--- config.mk ---
export PLATFORM = sky130hd
export DESIGN_NAME = rfid_access_scheduler
export DESIGN_NICKNAME = d
export VERILOG_FILES = /design/src/rtl/rfid_access_scheduler.sv
export SDC_FILE = /design/constraint.sdc
export NUM_CORES = 1
export LEC_CHECK = 0
export ABC_AREA = 0
export BUFFER_PORTS_ARGS = -buffer_cell sky130_fd_sc_hd__buf_4
export CAP_MARGIN = 20
export CORE_MARGIN = 3
export CORE_UTILIZATION = 35
export CTS_CLUSTER_DIAMETER = 200
export DETAILED_ROUTE_END_ITERATION = 6
export PLACE_DENSITY = 0.61
export SKIP_LAST_GASP = 1
export SLEW_MARGIN = 25
export SYNTH_ARGS = -nofsm -noshare
export SYNTH_HDL_FRONTEND = slang
export SYNTH_SLANG_ARGS = --single-unit
--- constraint.sdc ---
create_clock -name clk -period 6.8 [get_ports clk]
set_clock_uncertainty 0.15 [all_clocks]
set_input_delay 0.34 -clock clk [delete_from_list [all_inputs] [get_ports clk]]
set_output_delay 0.34 -clock clk [all_outputs]
set_load 0.01 [all_outputs]
--- src/rtl/rfid_access_scheduler.sv ---
// rfid_access_scheduler
//   Sequences the CR95HF RFID front end. It issues periodic scan requests and waits a bounded
//   time for each reply. A permitted card opens a timed firewall unlock window. Repeated denials
//   put the block into a timed lockout.
//
// Ports
//   clk, rst_n     system clock, asynchronous active-low reset
//   enable         1 = scheduling active; 0 = drain back to idle, issue no new scans
//   scan_start     one-cycle pulse requesting one reader transaction
//   scan_done      one-cycle pulse, reader transaction complete
//   scan_valid     permission result (qualified by scan_done)
//   scan_uid       card UID (qualified by scan_done)
//   clear_lockout  one-cycle admin pulse clearing lockout and the fail count
//   unlock         firewall unlock window (level)
//   unlock_uid     UID that opened the current/last window
//   deny_pulse     one-cycle pulse per denied card
//   timeout_pulse  one-cycle pulse when a scan is abandoned
//   locked         lockout active
//   fail_count     consecutive denials since the last grant/clear
module rfid_access_scheduler #(
  parameter int unsigned SCAN_PERIOD    = 50000,
  parameter int unsigned RESP_TIMEOUT   = 20000,
  parameter int unsigned GRANT_CYCLES   = 1000000,
  parameter int unsigned MAX_FAILS      = 3,
  parameter int unsigned LOCKOUT_CYCLES = 5000000,
  parameter int unsigned CNT_W          = 24
) (
  input  logic        clk,
  input  logic        rst_n,
  input  logic        enable,
  output logic        scan_start,
  input  logic        scan_done,
  input  logic        scan_valid,
  input  logic [31:0] scan_uid,
  input  logic        clear_lockout,
  output logic        unlock,
  output logic [31:0] unlock_uid,
  output logic        deny_pulse,
  output logic        timeout_pulse,
  output logic        locked,
  output logic [3:0]  fail_count
);

  typedef enum logic [2:0] {
    StIdle,
    StWaitPeriod,
    StWaitResult,
    StEval,
    StGrant,
    StLockout
  } state_e;

  // Timer reload values: a load of N-1 gives N cycles in the entered state.
  localparam logic [CNT_W-1:0] LdScan  = CNT_W'(SCAN_PERIOD - 1);
  localparam logic [CNT_W-1:0] LdResp  = CNT_W'(RESP_TIMEOUT - 1);
  localparam logic [CNT_W-1:0] LdGrant = CNT_W'(GRANT_CYCLES - 1);
  localparam logic [CNT_W-1:0] LdLock  = CNT_W'(LOCKOUT_CYCLES - 1);

  state_e             state_q, state_d;
  logic [CNT_W-1:0]   timer_q, timer_d;
  logic               valid_q, valid_d;
  logic [31:0]        uid_q, uid_d;
  logic [31:0]        unlock_uid_q, unlock_uid_d;
  logic [3:0]         fail_q, fail_d;
  logic [3:0]         fail_inc;
  logic               timer_zero;

  assign timer_zero = (timer_q == '0);
  assign fail_inc   = (fail_q == 4'hF) ? 4'hF : fail_q + 4'd1;

  always_comb begin
    state_d       = state_q;
    timer_d       = timer_zero ? '0 : timer_q - CNT_W'(1);
    valid_d       = valid_q;
    uid_d         = uid_q;
    unlock_uid_d  = unlock_uid_q;
    fail_d        = fail_q;
    scan_start    = 1'b0;
    deny_pulse    = 1'b0;
    timeout_pulse = 1'b0;

    case (state_q)
      StIdle: begin
        if (enable) begin
          timer_d = LdScan;
          state_d = StWaitPeriod;
        end
      end
      StWaitPeriod: begin
        if (!enable) begin
          state_d = StIdle;
        end else if (timer_zero) begin
          scan_start = 1'b1;
          timer_d    = LdResp;
          state_d    = StWaitResult;
        end
      end
      StWaitResult: begin
        // A reply on the final timer cycle still counts; enable is ignored so the
        // outstanding transaction always completes.
        if (scan_done) begin
          valid_d = scan_valid;
          uid_d   = scan_uid;
          state_d = StEval;
        end else if (timer_zero) begin
          timeout_pulse = 1'b1;
          state_d       = StIdle;
        end
      end
      StEval: begin
        if (valid_q) begin
          unlock_uid_d = uid_q;
          fail_d       = 4'd0;
          timer_d      = LdGrant;
          state_d      = StGrant;
        end else begin
          deny_pulse = 1'b1;
          fail_d     = fail_inc;
          if (32'(fail_inc) >= MAX_FAILS) begin
            timer_d = LdLock;
            state_d = StLockout;
          end else begin
            state_d = StIdle;
          end
        end
      end
      StGrant: begin
        if (!enable || timer_zero) state_d = StIdle;
      end
      StLockout: begin
        if (timer_zero) begin
          fail_d  = 4'd0;
          state_d = StIdle;
        end
      end
      default: state_d = StIdle;
    endcase

    // Admin clear wins over a lockout in progress and over a denial that would start one.
    if (clear_lockout) begin
      fail_d = 4'd0;
      if (state_q == StLockout || state_d == StLockout) state_d = StIdle;
    end
  end

  always_ff @(posedge clk or negedge rst_n) begin
    if (!rst_n) begin
      state_q      <= StIdle;
      timer_q      <= '0;
      valid_q      <= 1'b0;
      uid_q        <= '0;
      unlock_uid_q <= '0;
      fail_q       <= 4'd0;
    end else begin
      state_q      <= state_d;
      timer_q      <= timer_d;
      valid_q      <= valid_d;
      uid_q        <= uid_d;
      unlock_uid_q <= unlock_uid_d;
      fail_q       <= fail_d;
    end
  end

  // Decoded from state so an asynchronous reset drops them immediately.
  assign unlock     = (state_q == StGrant);
  assign locked     = (state_q == StLockout);
  assign unlock_uid = unlock_uid_q;
  assign fail_count = fail_q;

endmodule

==> qor.txt <==
Setup TNS - 0 ns
library cells used by synthesis - 47
count leader, synth - dfrtp_1
number of clock sinks - 96
R2R setup slack - 3.70 ns
Crit-path slowest cell - or4_1
n_diodes - 0
detailed-route DRC error count - 0
wire per inst - 16.1 um
routability cong. - 0.855
Worst R2R Path Depth - 7
Synth area leaders - dfrtp_1 (56%), mux2_2 (17%), xnor2_1 (3.3%)
share of the synthesized area in the top cell type - 56.4%
Max Buffers Root-to-Sink - 2
Core Region - 11700 sq um
max_cap viols - 0
Post-synth top flop - dfrtp_1
final hold viol count - 0
Comb power frac - 5.6%
Net Switching - 255 uW
Total GRT Usage - 14.9%
Tcrit/Tclk final - 47.7%
detailed-route via count - 3021
die area - 13500 sq um
Levels on crit path - 6
Reg2Reg Launch Point - timer_q[0]$_DFF_PN0_
Synth area leader - dfrtp_1
Mapped Cells - 345
Avg Cell Area, Syn - 12.3 sq um
number of port buffers - 78
grt total ovfl - 0
area share of and/or/nand/nor cells after synthesis - 11.8%
number of buffer and inverter stages on the critical path - 1
post-layout total power - 1.18 mW
initial antenna violation count - 0
clock network fraction of design power - 44.3%
Clock Root Buffer - clkbuf_16
Post-Synth XOR/XNOR Area - 3.70%
relative max-transition margin - 40.1%
mux cell area share after synthesis - 17.4%
met1 Usage GRT - 19.1%
CTS tree - built
syn_nets - 385
synthesized flop and latch total - 96
Final Max Tran Viols - 0
routed wire length - 9260 um
clk slew on worst S/H paths - 0.06 ns
worst vdd ir - 0.000122 V
GR peak layer - met2
slowest cell delay on critical path - 0.62 ns
DP Wirelength - 6560 um
synthesized area - 4260 sq um
Die Span X - 116 um
RSZ-0062 raised after global routing - no
largest net degree at the start of global routing - 75
Synth Area in Compound Gates - 7.99%
CP delay by family, top - simple AND/OR/NAND/NOR gates
synth warn - 0
Slew @ Worst Pin - 0.899 ns
initial DRC count - 116
Synth Area in Adders - 0.588%
min Tclk post-route - 3.24 ns
CP endpoint kind - output pin
RR Endpoint - timer_q[10]$_DFF_PN0_
cts bufs inserted - 9
Net Sw Frac - 21.6%
area growth from synthesis to layout - 24.7%
FP Rows - 39
crit-path max FO - 5
Util after Layout - 45.5%
Worst EP arrival - 2.75 ns
die height - 116 um
Pint - 928 uW
CP Cell Sequence - or4_1, nand2b_1, or3_1, or3_1, nor3_1, buf_4
status - completed
Top Ports - 79
Power Density - 223 nW/um^2
Max Clk Rate - 308 MHz
Worst Hold Class - input port to register
worst skew pair latency - 0.33 ns
vias in the first global route - 3216
Pre-Repair DR Iteration Count - 4
met2 Resource Use GR - 23.4%
Setup crit start - timer_q[16]$_DFF_PN0_
Static Leakage - 2.64 nW
# nets final - 466
vias per inst - 5.26
crit path kind - register to output pin
crit start category - register
Worst Setup EP - scan_start
met3 Usage GRT - 5.65%
FFs w/ async S/R, synth - 100%
post-route ant nets - 0
final setup violation count - 0
first-pass GRT wire length - 15900 um
largest family of logic cells by synthesized area - multiplexers
most frequent cells after synthesis - dfrtp_1 (96), mux2_2 (65), nor2_1 (26)
htree depth - 3
Top cell by count, worst path - or3_1
Seq pwr share - 50.2%
Seq/Total Area, Yosys - 56.4%
fraction of layout cells with a size suffix above 1 - 40.1%
Required @ worst endpoint - 6.31 ns
Post-synth EDFFs - 0
Starting Density - 36.5%
[repair_timing]
action / in CTS / in global routing
gates resized for setup: 0 / 0
endpoints found under the setup margin: 0 / 0
buffers inserted: 0 / 0
hold buffers: 1 / 0
endpoints found under the hold margin: 22 / 0
[metrics by stage]
step           instances  area [sq um]  hold WS [ns]  worst slack (ns)
3_5_place_dp         557          4980         0.110              3.66
3_3_place_gp         557          4980         0.110              3.85
2_1_floorplan        345          4260        -0.106              4.09
6_report             574          5310        0.0682              3.56
5_1_grt              574          5310        0.0719              3.42
4_1_cts              574          5310        0.0596              3.54
[cell usage in the layout (no fill, tap or decap), drive strengths merged, types with 3 or more instances in the layout]
cell	Yosys	routed
a21oi	9	9
nand3	5	5
xnor2	16	16
nor4	9	9
nand2	15	15
o31ai	4	4
mux2	65	65
a31oi	3	3
or4	8	8
inv	7	7
o22ai	4	4
or3	7	7
nor3	9	9
o21ai	13	13
dfrtp	96	96
buf	3	81
nor2b	4	4
nor2	26	26
nand2b	3	3
clkbuf	9	12
[registers in the layout, indices dropped and copies added (netlist names)]
name,cells
uid_q,32
unlock_uid,32
timer_q,24
fail_count,4
state_q,3
valid_q,1
[routing by layer]
metal,vias up,wire length (um)
met4,0,179
met2,89,4280
met1,1516,4000
li1,1404,-
met5,-,0
met3,12,803
[worst min-delay path, delay by kind of cell]
kind            cells  cell delay [ns]
simple gates        1             0.04
compound gates      1             0.06
buf+inv             1             0.08
[power by group through the flow]
stage / registers [mW] / logic (mW) / clock network (mW)
finish: 0.593 / 0.0658 / 0.523
global route: 0.594 / 0.0764 / 0.565
CTS: 0.593 / 0.0673 / 0.539
detailed placement: 0.604 / 0.0666 / 0
global placement: 0.603 / 0.0657 / 0
floorplan: 0.600 / 0.0336 / 0
[layout make-up]
class,count,area [sq um]
fillers,1105,6350
flip-flops and latches,96,2400
well taps,143,179
multi-input cells,230,1770
clock inverters,4,51.3
inverters,7,26.3
clock buffers,12,267
repair buffers,82,618
[kinds of logic after synthesis]
kind of cell	count (synthesis)
flops	96
fa+ha+maj	2
compound gates	51
buf+inv	19
simple gates	93
mux	66
xor+xnor	18
[worst min path at each step]
| stage | cells past startpoint | endpoint | slack [ns] | from |
|---|---|---|---|---|
| 3_5_place_dp | 1 | timer_q[21]$_DFF_PN0_ | 0.11 | rst_n |
| 4_1_cts | 3 | valid_q$_DFFE_PN0P_ | 0.06 | scan_valid |
| 6_report | 3 | valid_q$_DFFE_PN0P_ | 0.07 | scan_valid |
| 2_1_floorplan | 0 | fail_count[0]$_DFFE_PN0P_ | -0.11 | rst_n |
| 5_1_grt | 3 | valid_q$_DFFE_PN0P_ | 0.07 | scan_valid |
| 3_3_place_gp | 1 | timer_q[21]$_DFF_PN0_ | 0.11 | rst_n |
No activity file was read; power rests on OpenSTA's default activity.
